File: src/rtl/qpsk_pkg.sv
// qpsk_pkg
// Shared definitions for the QPSK modulator/demodulator pair:
//   - serialiser and PRBS checker state enums
//   - PRBS7 geometry (x^7 + x^6 + 1, taps at state bits 6 and 5)
//   - dibit ordering: the I decision lives in dibit[1] and goes out first
package qpsk_pkg;

  typedef enum logic [1:0] {
    SER_IDLE = 2'd0,
    SER_BIT1 = 2'd1,
    SER_BIT0 = 2'd2
  } ser_state_t;

  typedef enum logic {
    CHK_SEED  = 1'b0,
    CHK_TRACK = 1'b1
  } chk_state_t;

  localparam int PRBS_W     = 7;
  localparam int PRBS_TAP_A = 6;
  localparam int PRBS_TAP_B = 5;

  // Dibit bit positions; the mapper uses the same indices so I is always first.
  localparam int DIBIT_FIRST  = 1;
  localparam int DIBIT_SECOND = 0;

  // Next PRBS7 bit predicted from the current shift-register contents.
  function automatic logic prbs7_next(input logic [PRBS_W-1:0] s);
    return s[PRBS_TAP_A] ^ s[PRBS_TAP_B];
  endfunction

endpackage

File: src/rtl/dibit_fifo.sv
// dibit_fifo
// Synchronous first-word-fall-through FIFO with full/empty flags. A write
// while full (judged on pre-edge occupancy) is dropped and sets a sticky
// overflow flag that only reset clears.
// Ports:
//   clk, rst_n      clock, async active-low reset
//   i_wr_en/i_wr_data  write strobe and data
//   i_rd_en         pop the head entry (ignored when empty)
//   o_rd_data       head entry, valid while !o_empty
//   o_full/o_empty  occupancy flags
//   o_overflow      sticky drop flag
module dibit_fifo #(
  parameter int DEPTH = 4,
  parameter int WIDTH = 2
) (
  input  logic             clk,
  input  logic             rst_n,
  input  logic             i_wr_en,
  input  logic [WIDTH-1:0] i_wr_data,
  input  logic             i_rd_en,
  output logic [WIDTH-1:0] o_rd_data,
  output logic             o_full,
  output logic             o_empty,
  output logic             o_overflow
);

  localparam int AW = $clog2(DEPTH);

  logic [WIDTH-1:0] r_mem [DEPTH];
  logic [AW:0]      r_wr_ptr;
  logic [AW:0]      r_rd_ptr;
  logic             r_overflow;
  logic             w_full;
  logic             w_empty;
  logic             w_wr;
  logic             w_rd;

  // Extra pointer MSB separates full (MSBs differ) from empty (all equal).
  assign w_full  = (r_wr_ptr[AW] != r_rd_ptr[AW]) &&
                   (r_wr_ptr[AW-1:0] == r_rd_ptr[AW-1:0]);
  assign w_empty = (r_wr_ptr == r_rd_ptr);
  assign w_wr    = i_wr_en && !w_full;
  assign w_rd    = i_rd_en && !w_empty;

  always_ff @(posedge clk or negedge rst_n) begin
    if (!rst_n) begin
      r_wr_ptr   <= '0;
      r_rd_ptr   <= '0;
      r_overflow <= 1'b0;
    end else begin
      if (w_wr) r_wr_ptr <= r_wr_ptr + (AW+1)'(1);
      if (w_rd) r_rd_ptr <= r_rd_ptr + (AW+1)'(1);
      if (i_wr_en && w_full) r_overflow <= 1'b1;
    end
  end

  always_ff @(posedge clk) begin
    if (w_wr) r_mem[r_wr_ptr[AW-1:0]] <= i_wr_data;
  end

  assign o_rd_data  = r_mem[r_rd_ptr[AW-1:0]];
  assign o_full     = w_full;
  assign o_empty    = w_empty;
  assign o_overflow = r_overflow;

endmodule

File: src/rtl/qpsk_demod_prbs_check.sv
// qpsk_demod_prbs_check
// Hard-decision QPSK demodulator with dibit buffer, ready/valid bit
// serialiser and self-synchronising PRBS7 checker for loopback BER tests.
//
//   serialiser state | meaning
//   SER_IDLE         | nothing to send, bit_valid low
//   SER_BIT1         | presenting the first (I) bit of the held dibit
//   SER_BIT0         | presenting the second (Q) bit of the held dibit
//
//   checker state    | meaning
//   CHK_SEED         | loading 7 received bits into the PRBS register
//   CHK_TRACK        | free-running prediction, counting bits and errors
//
// Ports:
//   clk, reset             clock, async active-low reset
//   I_in, Q_in, valid_in   signed symbol and strobe
//   bit_out, bit_valid     serialised bit stream (registered)
//   bit_ready              downstream accept
//   locked                 checker in TRACK
//   bit_count, err_count   saturating compared-bit / mismatch counters
//   overflow               sticky symbol-drop flag
module qpsk_demod_prbs_check
  import qpsk_pkg::*;
#(
  parameter int FIFO_DEPTH  = 4,
  parameter int CNT_W       = 16,
  parameter int WIN_LEN     = 16,
  parameter int LOSS_THRESH = 4
) (
  input  logic             clk,
  input  logic             reset,
  input  logic [7:0]       I_in,
  input  logic [7:0]       Q_in,
  input  logic             valid_in,
  output logic             bit_out,
  output logic             bit_valid,
  input  logic             bit_ready,
  output logic             locked,
  output logic [CNT_W-1:0] bit_count,
  output logic [CNT_W-1:0] err_count,
  output logic             overflow
);

  localparam int WC_W = $clog2(WIN_LEN + 1);
  localparam int WE_W = $clog2(LOSS_THRESH + 1);
  localparam logic [WE_W-1:0] LOSS_LIM = WE_W'(LOSS_THRESH);
  localparam logic [WC_W-1:0] WIN_LAST = WC_W'(WIN_LEN - 1);
  localparam logic [2:0]      SEED_LAST = 3'(PRBS_W - 1);

  // Decision and FIFO
  logic [1:0] w_wr_dibit;
  logic [1:0] w_fifo_data;
  logic       w_fifo_full;
  logic       w_fifo_empty;
  logic       w_fifo_ovf;
  logic       w_pop;
  logic       w_unused_mag;

  // Sign bit is the decision; zero is non-negative and decodes as 0.
  always_comb begin
    w_wr_dibit               = '0;
    w_wr_dibit[DIBIT_FIRST]  = I_in[7];
    w_wr_dibit[DIBIT_SECOND] = Q_in[7];
  end

  assign w_unused_mag = ^{I_in[6:0], Q_in[6:0], w_fifo_full};

  dibit_fifo #(
    .DEPTH (FIFO_DEPTH),
    .WIDTH (2)
  ) u_fifo (
    .clk        (clk),
    .rst_n      (reset),
    .i_wr_en    (valid_in),
    .i_wr_data  (w_wr_dibit),
    .i_rd_en    (w_pop),
    .o_rd_data  (w_fifo_data),
    .o_full     (w_fifo_full),
    .o_empty    (w_fifo_empty),
    .o_overflow (w_fifo_ovf)
  );

  // Serialiser
  ser_state_t r_ser_state;
  ser_state_t w_ser_next;
  logic [1:0] r_dibit;
  logic [1:0] w_dibit_nxt;
  logic       r_bit_out;
  logic       r_bit_valid;
  logic       w_bit_out_nxt;
  logic       w_bit_valid_nxt;
  logic       w_xfer;

  assign w_xfer = r_bit_valid && bit_ready;

  always_ff @(posedge clk or negedge reset) begin
    if (!reset) begin
      r_ser_state <= SER_IDLE;
      r_dibit     <= '0;
      r_bit_out   <= 1'b0;
      r_bit_valid <= 1'b0;
    end else begin
      r_ser_state <= w_ser_next;
      r_dibit     <= w_dibit_nxt;
      r_bit_out   <= w_bit_out_nxt;
      r_bit_valid <= w_bit_valid_nxt;
    end
  end

  // Popping from BIT0 on the same edge as the last transfer avoids a bubble.
  always_comb begin
    w_ser_next = r_ser_state;
    w_pop      = 1'b0;
    case (r_ser_state)
      SER_IDLE: begin
        if (!w_fifo_empty) begin
          w_pop      = 1'b1;
          w_ser_next = SER_BIT1;
        end
      end
      SER_BIT1: begin
        if (w_xfer) w_ser_next = SER_BIT0;
      end
      SER_BIT0: begin
        if (w_xfer) begin
          if (!w_fifo_empty) begin
            w_pop      = 1'b1;
            w_ser_next = SER_BIT1;
          end else begin
            w_ser_next = SER_IDLE;
          end
        end
      end
      default: w_ser_next = SER_IDLE;
    endcase
  end

  always_comb begin
    w_dibit_nxt     = w_pop ? w_fifo_data : r_dibit;
    w_bit_valid_nxt = (w_ser_next != SER_IDLE);
    w_bit_out_nxt   = 1'b0;
    case (w_ser_next)
      SER_BIT1: w_bit_out_nxt = w_dibit_nxt[DIBIT_FIRST];
      SER_BIT0: w_bit_out_nxt = w_dibit_nxt[DIBIT_SECOND];
      default:  w_bit_out_nxt = 1'b0;
    endcase
  end

  // PRBS7 checker
  chk_state_t        r_chk_state;
  chk_state_t        w_chk_next;
  logic              r_locked;
  logic              w_locked_nxt;
  logic [PRBS_W-1:0] r_prbs;
  logic [2:0]        r_seed_cnt;
  logic [WC_W-1:0]   r_win_cnt;
  logic [WE_W-1:0]   r_win_err;
  logic [CNT_W-1:0]  r_bit_count;
  logic [CNT_W-1:0]  r_err_count;
  logic              w_rx;
  logic              w_exp;
  logic              w_mism;
  logic [WE_W-1:0]   w_win_err_inc;
  logic              w_seed_done;
  logic              w_loss;
  logic              w_win_end;

  assign w_rx          = r_bit_out;
  assign w_exp         = prbs7_next(r_prbs);
  assign w_mism        = w_rx ^ w_exp;
  assign w_win_err_inc = r_win_err + WE_W'(w_mism);
  assign w_seed_done   = (r_seed_cnt == SEED_LAST);
  assign w_loss        = (w_win_err_inc >= LOSS_LIM);
  assign w_win_end     = (r_win_cnt == WIN_LAST);

  always_ff @(posedge clk or negedge reset) begin
    if (!reset) begin
      r_chk_state <= CHK_SEED;
      r_locked    <= 1'b0;
    end else begin
      r_chk_state <= w_chk_next;
      r_locked    <= w_locked_nxt;
    end
  end

  always_comb begin
    w_chk_next = r_chk_state;
    if (w_xfer) begin
      case (r_chk_state)
        CHK_SEED:  if (w_seed_done) w_chk_next = CHK_TRACK;
        CHK_TRACK: if (w_loss)      w_chk_next = CHK_SEED;
        default:   w_chk_next = CHK_SEED;
      endcase
    end
  end

  always_comb begin
    w_locked_nxt = (w_chk_next == CHK_TRACK);
  end

  // In TRACK the register is fed with its own prediction, so a corrupted
  // received bit costs exactly one error instead of spreading through the taps.
  always_ff @(posedge clk or negedge reset) begin
    if (!reset) begin
      r_prbs      <= '0;
      r_seed_cnt  <= '0;
      r_win_cnt   <= '0;
      r_win_err   <= '0;
      r_bit_count <= '0;
      r_err_count <= '0;
    end else if (w_xfer) begin
      if (r_chk_state == CHK_SEED) begin
        r_prbs     <= {r_prbs[PRBS_W-2:0], w_rx};
        r_seed_cnt <= w_seed_done ? 3'd0 : r_seed_cnt + 3'd1;
        if (w_seed_done) begin
          r_win_cnt <= '0;
          r_win_err <= '0;
        end
      end else begin
        r_prbs <= {r_prbs[PRBS_W-2:0], w_exp};
        if (r_bit_count != '1) r_bit_count <= r_bit_count + CNT_W'(1);
        if (w_mism && (r_err_count != '1)) r_err_count <= r_err_count + CNT_W'(1);
        if (w_loss) begin
          r_seed_cnt <= '0;
          r_win_cnt  <= '0;
          r_win_err  <= '0;
        end else if (w_win_end) begin
          r_win_cnt <= '0;
          r_win_err <= '0;
        end else begin
          r_win_cnt <= r_win_cnt + WC_W'(1);
          r_win_err <= w_win_err_inc;
        end
      end
    end
  end

  assign bit_out   = r_bit_out;
  assign bit_valid = r_bit_valid;
  assign locked    = r_locked;
  assign bit_count = r_bit_count;
  assign err_count = r_err_count;
  assign overflow  = w_fifo_ovf;

endmodule

File: config.mk
export PLATFORM = sky130hd
export DESIGN_NAME = qpsk_demod_prbs_check
export DESIGN_NICKNAME = d
export VERILOG_FILES = /design/src/rtl/qpsk_pkg.sv /design/src/rtl/dibit_fifo.sv /design/src/rtl/qpsk_demod_prbs_check.sv
export SDC_FILE = /design/constraint.sdc
export NUM_CORES = 1
export LEC_CHECK = 0
export ABC_AREA = 1
export CORE_MARGIN = 2
export CORE_UTILIZATION = 40
export DETAILED_ROUTE_END_ITERATION = 8
export PLACE_DENSITY = 0.7
export SLEW_MARGIN = 40
export SYNTH_ARGS = -nofsm -noshare
export SYNTH_HDL_FRONTEND = slang
export SYNTH_SLANG_ARGS = --single-unit
File: constraint.sdc
create_clock -name clk -period 5.6 [get_ports clk]
set_clock_uncertainty 0.2 [all_clocks]
set_input_delay 1.68 -clock clk [delete_from_list [all_inputs] [get_ports clk]]
set_output_delay 1.68 -clock clk [all_outputs]
set_load 0.01 [all_outputs]
==> reports/metrics.yaml <==
outcome: "completed"
gr-total-overflow: 0
syn_area_um2: 3781
sw_frac_of_total_pct: 37.58
ys_ff_latch: 72
max_clock_freq_ghz: 0.2606
design_area_um2: 4448
maxSlewHeadroom_pct: 60.23
pwr-share-comb_pct: 35.1
synth.yosys.seq_area_share_pct: 48.71
via_per_inst: 4.888
p_int_mw: 1.110
first_pass_iters: 4
mostFrequentLayoutCells: "nand2_1, dfrtp_1, inv_1"
post_cts_resized: 0
grt_pass1_vias: 3057
path_delay_family: "simple AND/OR/NAND/NOR gates"
power_mw: 1.778
fin_util_pct: 48.37
die_w_um: 101.2
cp_slowest_cell: "clkdlybuf4s50_1"
period_share_pct: 68.52
core_um2: 9196
finalCriticalPeriod_ns: 3.837
antenna_found_initial: 0
place_hpwl_um: 5154
cts_tree: "built"
path_cells: "clkdlybuf4s50_1 > nand2_1 > nor2_1 > inv_1 > nor2_1 > nand2_1 > inv_1 > nand2_1 > nand2_1"
htree_num_levels: 3
wl_um: 7214
dpl_cell_area_um2: 4283
port_buffers: 41
diodes: 0
num_vias: 3045
path_buf_inv: 3
cts_buffer_depth: 2
yosysWarnings: 0
drv_cap: 0
gp_congestion: 0.8067
synth_mux_area_share_pct: 0
synth-xor-area-share_pct: 6.949
synth_nets: 493
cpPeakStageDelay_ns: 0.46
grt_util_all_layers_pct: 15.69
tns_ns: 0
holdCritPathClass: "reg -> reg"
dieArea_um2: 10250
initial_core_util_pct: 41.12
endpoint_kind: "flip-flop"
ant_nets: 0
clock_latency_ns: 0.34
die_h_um: 101.2
path_common_cell: "nand2_1"
nets: 540
synth_compound_area_share_pct: 5.129
post_cts_buffers: 0
rsz0062_at_grt: "false"
syn_avg_cell_area_um2: 8.220
grt_pass1_wl_um: 13000
hold_path_depth: 2
holdBufCountCts: 0
critPathKind: "in -> reg"
cts_num_sinks: 72
path_depth: 9
r2r_cells: 8
cp-start-kind: "primary input"
boundaryPins: 56
final_common_cell: "nand2_1"
syn2layout_area_growth_pct: 17.64
path_clk_slew_ns: 0.07
cp_max_fo: 20
power.net_switching_uw: 668.2
worst_pin_slew_ns: 0.5951
hold_viol: 0
drive_gt1_share_pct: 5.273
rows: 35
worstPathArrival_ns: 3.91
power_frac_seq_pct: 44.8
cp.required_ns: 5.68
yosys.area_share.simple_pct: 27.37
yosys.area_share.adder_pct: 4.302
p_leak_nw: 2.148
wl_per_cell_um: 11.58
setup_viol: 0
numCtsBuffers: 9
synth_cells: 460
drt_iter0_markers: 120
synth.distinct_cells: 30
synth_top_family_by_area: "simple AND/OR/NAND/NOR gates"
vdd_drop_max_mv: 0.1972
pwr-share-clk_pct: 20.1
drc_errors: 0
grt_max_degree: 44
p_per_area_nw_per_um2: 399.7
cts_root_buffer: "clkbuf_8"
drv_slew: 0
metal layers:
layer	global-route usage (%)	wire length (um)	vias up
li1	-	-	1538
met1	19.41	3271	1440
met2	27.05	3592	63
met3	4.072	306	4
met4	4.678	42	0
met5	0	0	-
area by class of cell:
class | instances | area, um2
fillers | 895 | 4748
flip-flops and latches | 72 | 1842
multi-input cells | 320 | 1654
repair buffers | 42 | 415.4
inverters | 62 | 232.7
clock buffers | 12 | 145.1
well taps | 111 | 138.9
clock inverters | 4 | 20.02
power groups by stage:
| stage | clock network [mW] | registers, mW | logic (mW) |
|---|---|---|---|
| 2_1_floorplan | 0 | 0.800 | 0.426 |
| 3_3_place_gp | 0 | 0.797 | 0.604 |
| 3_5_place_dp | 0 | 0.804 | 0.626 |
| 4_1_cts | 0.376 | 0.796 | 0.632 |
| 5_1_grt | 0.396 | 0.819 | 0.725 |
| 6_report | 0.357 | 0.797 | 0.624 |
flip-flops by register name (all words and copies together), names as in the netlist:
register,flops
bit_count,16
bit_out,1
bit_valid,1
err_count,16
locked,1
r_dibit,2
r_prbs,7
r_seed_cnt,3
r_ser_state,2
r_win_cnt,5
r_win_err,3
u_fifo.o_overflow,1
u_fifo.r_mem,8
u_fifo.r_rd_ptr,3
u_fifo.r_wr_ptr,3
cell families after synthesis:
group | after synthesis
AOI/OAI and AO/OA | 36
and+or+nand+nor | 241
adders and majority gates | 13
xor gates and xnor gates | 30
buffers and inverters | 68
DFF | 72
path summary, 6_finish.rpt:
path | from | end | slack (ns)
hold / removal | r_prbs[3] | r_prbs[4] | 0.27
setup / recovery | bit_ready | err_count[9] | 1.76
min in group asynchronous | reset | bit_count[5] | 1.12
setup reg to reg | err_count[0] | err_count[15] | 3.15
max in group asynchronous | reset | r_dibit[1] | 3.38
hold reg to reg | r_prbs[3] | r_prbs[4] | 0.27
synth_stat cells (all sizes together):
master	count	area (um2)
buf	5	48.79
edfxtp	8	240.2
a21oi	12	60.06
o22ai	1	6.260
o21a	1	7.510
a22oi	1	7.510
ha	13	162.7
nand4	6	37.54
clkinv	1	3.750
o21bai	1	7.510
dfrtp	64	1602
xnor2	13	113.9
xor2	17	148.9
clkbuf	1	3.750
nand2	151	579.3
nand3	34	170.2
inv	61	229.0
a21boi	2	15.01
and2	2	12.51
nor2	31	118.9
nand3b	4	30.03
o21ai	18	90.08
nor3	13	86.34
per-stage QoR:
stage / hold slack [ns] / cells / setup slack (ns)
after detailed placement: 0.2611 / 607 / 1.381
final: 0.2740 / 623 / 1.763
after floorplan: 0.2422 / 460 / 2.560
after CTS: 0.2775 / 623 / 1.749
after global placement: 0.2584 / 607 / 1.409
after global routing: 0.2960 / 623 / 1.445
worst reg2reg max path, cell delays in order (launching register included):
cell and delay (ns):
dfrtp_1 0.42, ha_1 0.27, nand2_2 0.09, nor3_4 0.23, nand4_1 0.11, nand2_1 0.46, inv_1 0.36, nand2_1 0.15
nand2_1 0.05
Note: power is estimated with default switching activity, not from simulation.
